[src/rtl/mem_seq_pkg.sv]
// rtl/mem_seq_pkg.sv - flash opcodes, request op codes and sequencer state encoding
package mem_seq_pkg;

   localparam logic [7:0] OPC_READ = 8'h03;
   localparam logic [7:0] OPC_WREN = 8'h06;
   localparam logic [7:0] OPC_PP   = 8'h02;
   localparam logic [7:0] OPC_SE   = 8'hD8;
   localparam logic [7:0] OPC_BE   = 8'hC7;
   localparam logic [7:0] OPC_RDSR = 8'h05;

   typedef enum logic [1:0] {
      OP_READ   = 2'd0,
      OP_PROG   = 2'd1,
      OP_SERASE = 2'd2,
      OP_BERASE = 2'd3
   } req_op_e;

   typedef enum logic [2:0] {
      ST_IDLE = 3'd0,
      ST_LOAD = 3'd1,
      ST_TRIG = 3'd2,
      ST_BUSY = 3'd3,
      ST_EVAL = 3'd4,
      ST_RESP = 3'd5
   } seq_state_e;

   // Status polls repeat on this step until WIP clears.
   localparam logic [1:0] STEP_LAST = 2'd2;

   function automatic logic [7:0] step_cmd(input req_op_e op, input logic [1:0] step);
      logic [7:0] cmd;
      if (op == OP_READ) begin
         cmd = OPC_READ;
      end else if (step == 2'd0) begin
         cmd = OPC_WREN;
      end else if (step == 2'd1) begin
         case (op)
            OP_PROG:   cmd = OPC_PP;
            OP_SERASE: cmd = OPC_SE;
            default:   cmd = OPC_BE;
         endcase
      end else begin
         cmd = OPC_RDSR;
      end
      return cmd;
   endfunction

   function automatic logic cmd_has_addr(input logic [7:0] cmd);
      return (cmd == OPC_READ) || (cmd == OPC_PP) || (cmd == OPC_SE);
   endfunction

endpackage

[src/rtl/mem_trig_hs.sv]
// rtl/mem_trig_hs.sv - trigger/busy handshake toward the memory controller
module mem_trig_hs (
   input  logic CLK,
   input  logic RST_N,
   input  logic start,
   input  logic MEM_busy,
   output logic MEMTRIG,
   output logic step_done
);

   logic trig_q;
   logic wait_idle_q;

   always_ff @(posedge CLK or negedge RST_N) begin
      if (!RST_N) begin
         trig_q      <= 1'b0;
         wait_idle_q <= 1'b0;
      end else if (start) begin
         trig_q      <= 1'b1;
         wait_idle_q <= 1'b0;
      end else if (trig_q && MEM_busy) begin
         trig_q      <= 1'b0;
         wait_idle_q <= 1'b1;
      end else if (wait_idle_q && !MEM_busy) begin
         wait_idle_q <= 1'b0;
      end
   end

   assign MEMTRIG   = trig_q;
   assign step_done = wait_idle_q && !MEM_busy;

endmodule

[src/rtl/mem_cmd_sequencer.sv]
// rtl/mem_cmd_sequencer.sv - flash command sequencer; MEMSEQ_TIMEOUT_EN adds a status-poll timeout
module mem_cmd_sequencer
   import mem_seq_pkg::*;
#(
   parameter logic [15:0] POLL_MAX = 16'd50000
) (
   input  logic        CLK,
   input  logic        RST_N,
   input  logic        REQ_VALID,
   output logic        REQ_READY,
   input  logic [1:0]  REQ_OP,
   input  logic [23:0] REQ_ADDR,
   input  logic [23:0] REQ_DATA,
   output logic        RSP_VALID,
   output logic [47:0] RSP_DATA,
   output logic        RSP_ERR,
   output logic [7:0]  MEMCMD,
   output logic [23:0] MEMADDR,
   output logic [23:0] MEMVAL,
   output logic        MEMTRIG,
   output logic        MEMQUAD,
   input  logic        MEM_busy,
   input  logic [47:0] MEMDATA
);

   seq_state_e  state_q, state_d;
   req_op_e     op_q;
   logic [23:0] addr_q, data_q;
   logic [1:0]  step_q, step_next;
   logic        ready_q;
   logic [47:0] rsp_data_q;
   logic [7:0]  cmd_q;
   logic [23:0] mem_addr_q, mem_val_q;

   logic        accept, hs_start, eval_reload, rsp_valid, cmd_load, step_done;
   logic        is_poll, poll_timeout, eval_done;
   req_op_e     cmd_op;
   logic [1:0]  cmd_step;
   logic [23:0] cmd_addr, cmd_data;
   logic [7:0]  cmd_d;

   assign is_poll   = (cmd_q == OPC_RDSR);
   assign eval_done = (op_q == OP_READ) || (is_poll && (!MEMDATA[0] || poll_timeout));
   assign step_next = (step_q == STEP_LAST) ? STEP_LAST : step_q + 2'd1;

   always_ff @(posedge CLK or negedge RST_N) begin
      if (!RST_N) state_q <= ST_IDLE;
      else        state_q <= state_d;
   end

   always_comb begin
      state_d = state_q;
      case (state_q)
         ST_IDLE: if (accept) state_d = ST_LOAD;
         ST_LOAD: state_d = ST_TRIG;
         ST_TRIG: if (MEM_busy) state_d = ST_BUSY;
         ST_BUSY: if (step_done) state_d = ST_EVAL;
         ST_EVAL: state_d = eval_done ? ST_RESP : ST_LOAD;
         ST_RESP: state_d = ST_IDLE;
         default: state_d = ST_IDLE;
      endcase
   end

   always_comb begin
      accept      = 1'b0;
      hs_start    = 1'b0;
      eval_reload = 1'b0;
      rsp_valid   = 1'b0;
      case (state_q)
         ST_IDLE: accept      = REQ_VALID && ready_q;
         ST_LOAD: hs_start    = 1'b1;
         ST_EVAL: eval_reload = !eval_done;
         ST_RESP: rsp_valid   = 1'b1;
         default: ;
      endcase
   end

   // On acceptance the first command is built straight from the request inputs.
   assign cmd_load = accept || eval_reload;
   assign cmd_op   = accept ? req_op_e'(REQ_OP) : op_q;
   assign cmd_step = accept ? 2'd0 : step_next;
   assign cmd_addr = accept ? REQ_ADDR : addr_q;
   assign cmd_data = accept ? REQ_DATA : data_q;
   assign cmd_d    = step_cmd(cmd_op, cmd_step);

   always_ff @(posedge CLK or negedge RST_N) begin
      if (!RST_N) begin
         op_q       <= OP_READ;
         addr_q     <= '0;
         data_q     <= '0;
         step_q     <= '0;
         ready_q    <= 1'b0;
         rsp_data_q <= '0;
         cmd_q      <= '0;
         mem_addr_q <= '0;
         mem_val_q  <= '0;
      end else begin
         ready_q <= (state_d == ST_IDLE);
         if (accept) begin
            op_q   <= req_op_e'(REQ_OP);
            addr_q <= REQ_ADDR;
            data_q <= REQ_DATA;
            step_q <= 2'd0;
         end else if (eval_reload) begin
            step_q <= step_next;
         end
         if (cmd_load) begin
            cmd_q      <= cmd_d;
            mem_addr_q <= cmd_has_addr(cmd_d) ? cmd_addr : 24'h0;
            mem_val_q  <= (cmd_d == OPC_PP) ? cmd_data : 24'h0;
         end
         if ((state_q == ST_EVAL) && eval_done) begin
            rsp_data_q <= (op_q == OP_READ) ? MEMDATA : {40'h0, MEMDATA[7:0]};
         end
      end
   end

`ifdef MEMSEQ_TIMEOUT_EN
   logic [15:0] poll_cnt_q;
   logic        rsp_err_q;

   assign poll_timeout = (poll_cnt_q >= POLL_MAX);

   // Counts issued status polls; saturates instead of wrapping.
   always_ff @(posedge CLK or negedge RST_N) begin
      if (!RST_N) begin
         poll_cnt_q <= '0;
         rsp_err_q  <= 1'b0;
      end else begin
         if (accept) begin
            poll_cnt_q <= '0;
         end else if (cmd_load && (cmd_d == OPC_RDSR) && (poll_cnt_q != 16'hFFFF)) begin
            poll_cnt_q <= poll_cnt_q + 16'd1;
         end
         if ((state_q == ST_EVAL) && eval_done) begin
            rsp_err_q <= is_poll && MEMDATA[0] && poll_timeout;
         end
      end
   end

   assign RSP_ERR = rsp_err_q && rsp_valid;
`else
   logic unused_poll_max;
   assign unused_poll_max = ^POLL_MAX;
   assign poll_timeout    = 1'b0;
   assign RSP_ERR         = 1'b0;
`endif

   mem_trig_hs u_trig_hs (
      .CLK       (CLK),
      .RST_N     (RST_N),
      .start     (hs_start),
      .MEM_busy  (MEM_busy),
      .MEMTRIG   (MEMTRIG),
      .step_done (step_done)
   );

   assign REQ_READY = ready_q;
   assign RSP_VALID = rsp_valid;
   assign RSP_DATA  = rsp_data_q;
   assign MEMCMD    = cmd_q;
   assign MEMADDR   = mem_addr_q;
   assign MEMVAL    = mem_val_q;
   assign MEMQUAD   = 1'b0;

endmodule
[config.mk]
export PLATFORM = sky130hd
export DESIGN_NAME = mem_cmd_sequencer
export DESIGN_NICKNAME = d
export VERILOG_FILES = /design/src/rtl/mem_seq_pkg.sv /design/src/rtl/mem_trig_hs.sv /design/src/rtl/mem_cmd_sequencer.sv
export SDC_FILE = /design/constraint.sdc
export NUM_CORES = 1
export LEC_CHECK = 0
export CORE_ASPECT_RATIO = 0.9
export CORE_MARGIN = 5
export CORE_UTILIZATION = 50
export DETAILED_ROUTE_END_ITERATION = 8
export PLACE_DENSITY = 0.87
export SLEW_MARGIN = 0
export SYNTH_ARGS = -nofsm -noshare
export SYNTH_HDL_FRONTEND = slang
export SYNTH_SLANG_ARGS = --single-unit
[constraint.sdc]
create_clock -name CLK -period 6.03 [get_ports CLK]
set_clock_uncertainty 0.2 [all_clocks]
set_input_delay 1.206 -clock CLK [delete_from_list [all_inputs] [get_ports CLK]]
set_output_delay 1.206 -clock CLK [all_outputs]
set_load 0.02 [all_outputs]
# Word level (Yosys, flattened, before mapping)
# Cells that the tools add are included.
[totals] reg_bits=162 latchBits=0 ramBits=0 rom_bits=0 memories=0
[classes] add_sub_neg=1 mul=0 div_mod_pow=0 magnitude_cmp=0 eq_ne=13 n_shift=0 mux=28 n_bitwise=0 n_reduce_logical=20
[op_table] cell="24-bit 2-to-1 mux" n=4
[op_table] cell="48-bit 2-to-1 mux" n=1
[op_table] cell="8-bit 2-to-1 mux" n=3
[op_table] cell="8-bit by 2-bit == test with 1-bit output (second input constant)" n=2
[op_table] cell="8-bit case mux with 2 select lines" n=1
[op_table] cell="3-bit case mux with 5 select lines" n=1
[op_table] cell="3-bit 2-to-1 mux" n=4
[op_table] cell="2-bit 2-to-1 mux" n=5
[op_table] cell="1-bit 2-to-1 mux" n=9
[op_table] cell="8-bit by 3-bit == test with 1-bit output (second input constant)" n=1
[op_table] cell="8-bit == test (second input constant)" n=1
[op_table] cell="3-bit by 2-bit == test with 1-bit output (second input constant)" n=2
[op_table] cell="3-bit == test (second input constant)" n=2
[op_table] cell="2-bit zero test" n=3
[op_table] cell="3-bit zero test" n=2
[op_table] cell="1-bit logical AND" n=5
[op_table] cell="2-bit by 1-bit == test with 1-bit output (second input constant)" n=2
[op_table] cell="2-bit == test (second input constant)" n=2
[op_table] cell="1-bit logical OR" n=4
[op_table] cell="2-bit nonzero test" n=2
[op_table] cell="3-bit by 1-bit == test with 1-bit output (second input constant)" n=1
[op_table] cell="1-bit zero test" n=3
[op_table] cell="3-bit nonzero test" n=1
[op_table] cell="2-bit by 1-bit adder with 2-bit output (second input constant)" n=1

# Logic depth before layout (Yosys ltp)
[depth] word_depth=12 ltp_mapped=11 mapped_depth_nobuf=8

# Hierarchy
# A second synthesis with hierarchy kept.
[hier_totals] cells_unflattened=479 hier_area_um2=6306.0
[by_module_without_submodules] mod="mem_cmd_sequencer" instances=1 cells_each=472 area_each_um2=6222.2 seq_area_each_um2=3928.8
[by_module_without_submodules] mod="mem_trig_hs" instances=1 cells_each=7 area_each_um2=83.8 seq_area_each_um2=50.0

# Worst setup path after synthesis
# No wires, ideal clock.
[synth_path] path_type="input to register" start="input port REQ_VALID" end="register mem_addr_q[10], in the netlist MEMADDR[10]" setup_time_ns=0.092 arrival_time_ns=3.517 t_required_ns=5.738 path_slack_ns=2.221 cell_stages=10 n_path_buf=2 cell_sequence="nor4b_4 > and2_0 > clkbuf_1 > mux2i_1 > inv_1 > ha_1 > a2111oi_4 > a21oi_2 > buf_4 > o31ai_2"
[synth_between] elab_chain_len=12 word_cells_on_any_way=21 cone_classes="6 x eq/ne; 9 x mux; 6 x reduce/logical"
[synth_lines] item="start, declared" line="mem_cmd_sequencer.sv:9" text="input logic REQ_VALID,"
[synth_lines] item="1-bit logical AND *" line="mem_cmd_sequencer.sv:70" text="ST_IDLE: accept = REQ_VALID && ready_q;"
[synth_lines] item="1-bit 2-to-1 mux *" line="mem_cmd_sequencer.sv:69" text="case (state_q)"
[synth_lines] item="2-bit 2-to-1 mux *" line="mem_cmd_sequencer.sv:80" text="assign cmd_op = accept ? req_op_e'(REQ_OP) : op_q;"
[synth_lines] item="named net cmd_op[0]" line="mem_cmd_sequencer.sv:37" text="req_op_e cmd_op;"
[synth_lines] item="2-bit == test / 2-bit by 1-bit == test with 1-bit output (equally long branches)" line="mem_seq_pkg.sv:37" text="case (op)"
[synth_lines] item="8-bit case mux with 2 select lines" line="mem_seq_pkg.sv:37"
[synth_lines] item="8-bit 2-to-1 mux" line="mem_seq_pkg.sv:36" text="end else if (step == 2'd1) begin"
[synth_lines] item="8-bit 2-to-1 mux" line="mem_seq_pkg.sv:34" text="end else if (step == 2'd0) begin"
[synth_lines] item="8-bit 2-to-1 mux *" line="mem_seq_pkg.sv:32" text="if (op == OP_READ) begin"
[synth_lines] item="8-bit by 2-bit == test with 1-bit output" line="mem_seq_pkg.sv:49" text="return (cmd == OPC_READ) || (cmd == OPC_PP) || (cmd == OPC_SE);"
[synth_lines] item="1-bit logical OR" line="mem_seq_pkg.sv:49"
[synth_lines] item="1-bit logical OR *" line="mem_seq_pkg.sv:49"
[synth_lines] item="24-bit 2-to-1 mux *" line="mem_cmd_sequencer.sv:109" text="mem_addr_q <= cmd_has_addr(cmd_d) ? cmd_addr : 24'h0;"
[synth_lines] item="end signal, assigned" line="mem_cmd_sequencer.sv:109"
[synth_lines] item="end, declared" line="mem_cmd_sequencer.sv:33" text="logic [23:0] mem_addr_q, mem_val_q;"
# The timed path passes the listed nets; every way through them passes the cells marked *.
# A chain may end at the register's enable or synchronous reset.

# Final worst setup path
[layout_path] start="input port REQ_VALID" end="register mem_addr_q[23], in the netlist MEMADDR[23]"
# Same word-level chain as after synthesis.

==> impl_metrics.csv <==
group,metric,value,unit
outcome,status,"completed",
global_route,track_usage,20.9,%
critical_path,path_max_fanout,24,
sta,min_period_over_period,71.1,%
logic_synthesis,avgSynthCellArea,13.4,um2
critical_path,cp-end-kind,"flop",
global_route,gr-usage-met3,8.27,%
route,first_iter_violations,357,
global_route,use_met2,32.9,%
floorplanning,core_area,12600,um2
critical_path,critPathKind,"in2reg",
finish,layout_common_cells,"206 x clkdlybuf4s50_1, 159 x dfrtp_1, 56 x inv_1",
sta,rsz0062_at_grt,"false",
flow_run,maxCapViolCount,0,
power_and_ir_drop,power_leakage,4.71,nW
clock_tree,cts_tree,"built",
sta,max-slew-margin-rel,26.1,%
route,drc,0,
finish,antenna_cells,0,
logic_synthesis,ys_warn_count,0,
global_route,grt_pass1_vias,4825,
sta,fin_tns_setup,0,ps
global_route,grt_max_degree,113,
logic_synthesis,ys_types,44,
power_and_ir_drop,ir_worst_vdd,0.221,mV
global_route,use_met1,27.4,%
place,io_buffers,207,
route,wl_per_cell,18.4,um
logic_synthesis,syn_area,6410,um2
critical_path,worstPathRequired,6150,ps
finish,layout_commonest_cell,"clkdlybuf4s50_1",
logic_synthesis,syn-instance-count,478,
clock_tree,cts_hold_buf,0,
power_and_ir_drop,power-per-cell-area,324,nW/um2
place,gp_congestion,0.864,
critical_path,cp-start-kind,"primary input",
finish,drive_above_1_share,10.9,%
floorplanning,die-area,15200,um2
sta,setup_viol,0,
global_route,overflow,0,
route,via_per_inst,5.28,
route,num_vias,4494,
floorplanning,die_w,129,um
global_route,top_usage_layer,"met2",
floorplanning,ioPinCount,211,
clock_tree,root_buffer,"clkbuf_16",
floorplanning,start_util,50.7,%
clock_tree,path_clk_slew,60,ps
power_and_ir_drop,p_total,2.96,mW
sta,hold_viol,0,
floorplanning,rows,39,
global_route,grt_pass1_wl,25200,um
logic_synthesis,seq_area_frac_synth,62.0,%
place,hpwl,10800,um
logic_synthesis,yosys-top-cells-area,"dfrtp_1 62%, mux2i_1 8.1%, a22o_1 5.5%",
sta,fmax,0.233,GHz
clock_tree,clock_latency,420,ps
clock_tree,cts.path.max_buffers,2,
sta,slew_viol_final,0,
logic_synthesis,synth_top_area_cell,"dfrtp_1",
logic_synthesis,synth_seq_cells,159,
clock_tree,cts_resized,0,
floorplanning,die-height,117,um
route,routed_wl,15600,um
route,firstDrtPassIters,5,
clock_tree,cts_buffers,17,
clock_tree,cts_sinks,159,
min_path,min_path_type,"reg2reg",
finish,area_delta_synth_final,42.4,%
global_route,grt_antenna_before_repair,0,
clock_tree,cts.htree.levels,4,
clock_tree,cts_setup_buffers,0,
logic_synthesis,yosysTopAreaCellShare,62.0,%
critical_path,cp.arrival,4410,ps
sta,period_needed,4290,ps
route,postRouteAntennaNets,0,
sta,worstMarginPinSlew,1110,ps
finish,nets,780,
[layout make-up]
type                       instances  area, um2
sequential                       159       3980
fill                             846       3510
timing repair buffer             212       2110
multi-input combinational        228       2030
clock buffer                      19        453
inverter                          56        210
tap                              164        205
clock inverter                    13        139
[synthesized netlist by cell type, drive strengths merged]
| library cell | instances |
|---|---|
| a211oi | 1 |
| clkbuf | 12 |
| o221a | 1 |
| nor2b | 1 |
| o22ai | 1 |
| a22o | 40 |
| a2111oi | 1 |
| mux2i | 52 |
| xor2 | 1 |
| o31ai | 26 |
| dfrtp | 159 |
| nand3 | 28 |
| nand2b | 2 |
| conb | 1 |
| o41ai | 2 |
| o2111ai | 1 |
| nor3b | 1 |
| mux2 | 9 |
| inv | 56 |
| nand3b | 1 |
| nor4b | 1 |
| o21ai | 4 |
| ha | 4 |
| nor4 | 1 |
| nand2 | 6 |
| or2 | 1 |
| o2bb2ai | 24 |
| or3 | 1 |
| buf | 25 |
| o21a | 1 |
| or4b | 1 |
| o21bai | 1 |
| nor2 | 6 |
| a21oi | 4 |
| and2 | 2 |
[per-layer routing]
layer / vias up / wire (um)
met5: - / 0
met2: 171 / 7450
met1: 2237 / 6540
li1: 2070 / -
met4: 0 / 136
met3: 16 / 1500
[through the flow]
step	utilization, %	setup slack (ps)	cell area, um2	instances	hold slack (ps)
2_1_floorplan	-	2220	6420	480	251
3_3_place_gp	67.6	1530	8540	819	265
3_5_place_dp	67.6	1310	8540	819	273
4_1_cts	72.2	1750	9130	851	288
5_1_grt	72.2	1560	9130	851	310
6_report	72.2	1740	9130	851	281
[worst paths after layout]
path / startpoint / to / slack, ps / cells past startpoint
worst min-delay path: data_q[8] / data_q[8] / 280 / 2
worst max register to register: state_q[2] / MEMADDR[23] / 2340 / 8
min in group asynchronous: RST_N / data_q[9] / 720 / 1
worst min register to register: data_q[8] / data_q[8] / 280 / 2
max in group asynchronous: RST_N / data_q[16] / 3730 / 2
worst max-delay path: REQ_VALID / MEMADDR[23] / 1740 / 9
[cell families (layout without fill, tap and decap cells)]
group / Yosys count / in the layout / share of synthesized area [%]
flip-flops: 159 / 159 / 62.0
AO/OA/AOI/OAI: 107 / 107 / 16.0
buffers and inverters: 93 / 300 / 6.79
multiplexers: 61 / 61 / 9.70
AND/OR/NAND/NOR: 52 / 52 / 4.53
adder cells (fa/ha/maj): 4 / 4 / 0.780
other: 1 / 3 / 0.0585
XOR/XNOR: 1 / 1 / 0.137
[worst max-delay path, cell delays in order]
cell	delay, ps
clkdlybuf4s50_1	460
nor4b_4	400
and2_0	430
mux2i_1	340
inv_1	90
ha_1	370
a2111oi_4	480
a21oi_4	320
o31ai_2	290
[state kept, by name (all words and copies together), names as in the netlist, 3 cells and up]
register,cells
RSP_DATA,48
MEMADDR,24
state_q,3
MEMVAL,24
data_q,24
addr_q,24
MEMCMD,5
[power breakdown]
group | internal [mW] | switching, mW
registers | 1.21 | 0.0821
logic | 0.293 | 0.319
clock network | 0.631 | 0.424
total | 2.14 | 0.825
(Power assumes the default switching activity.)
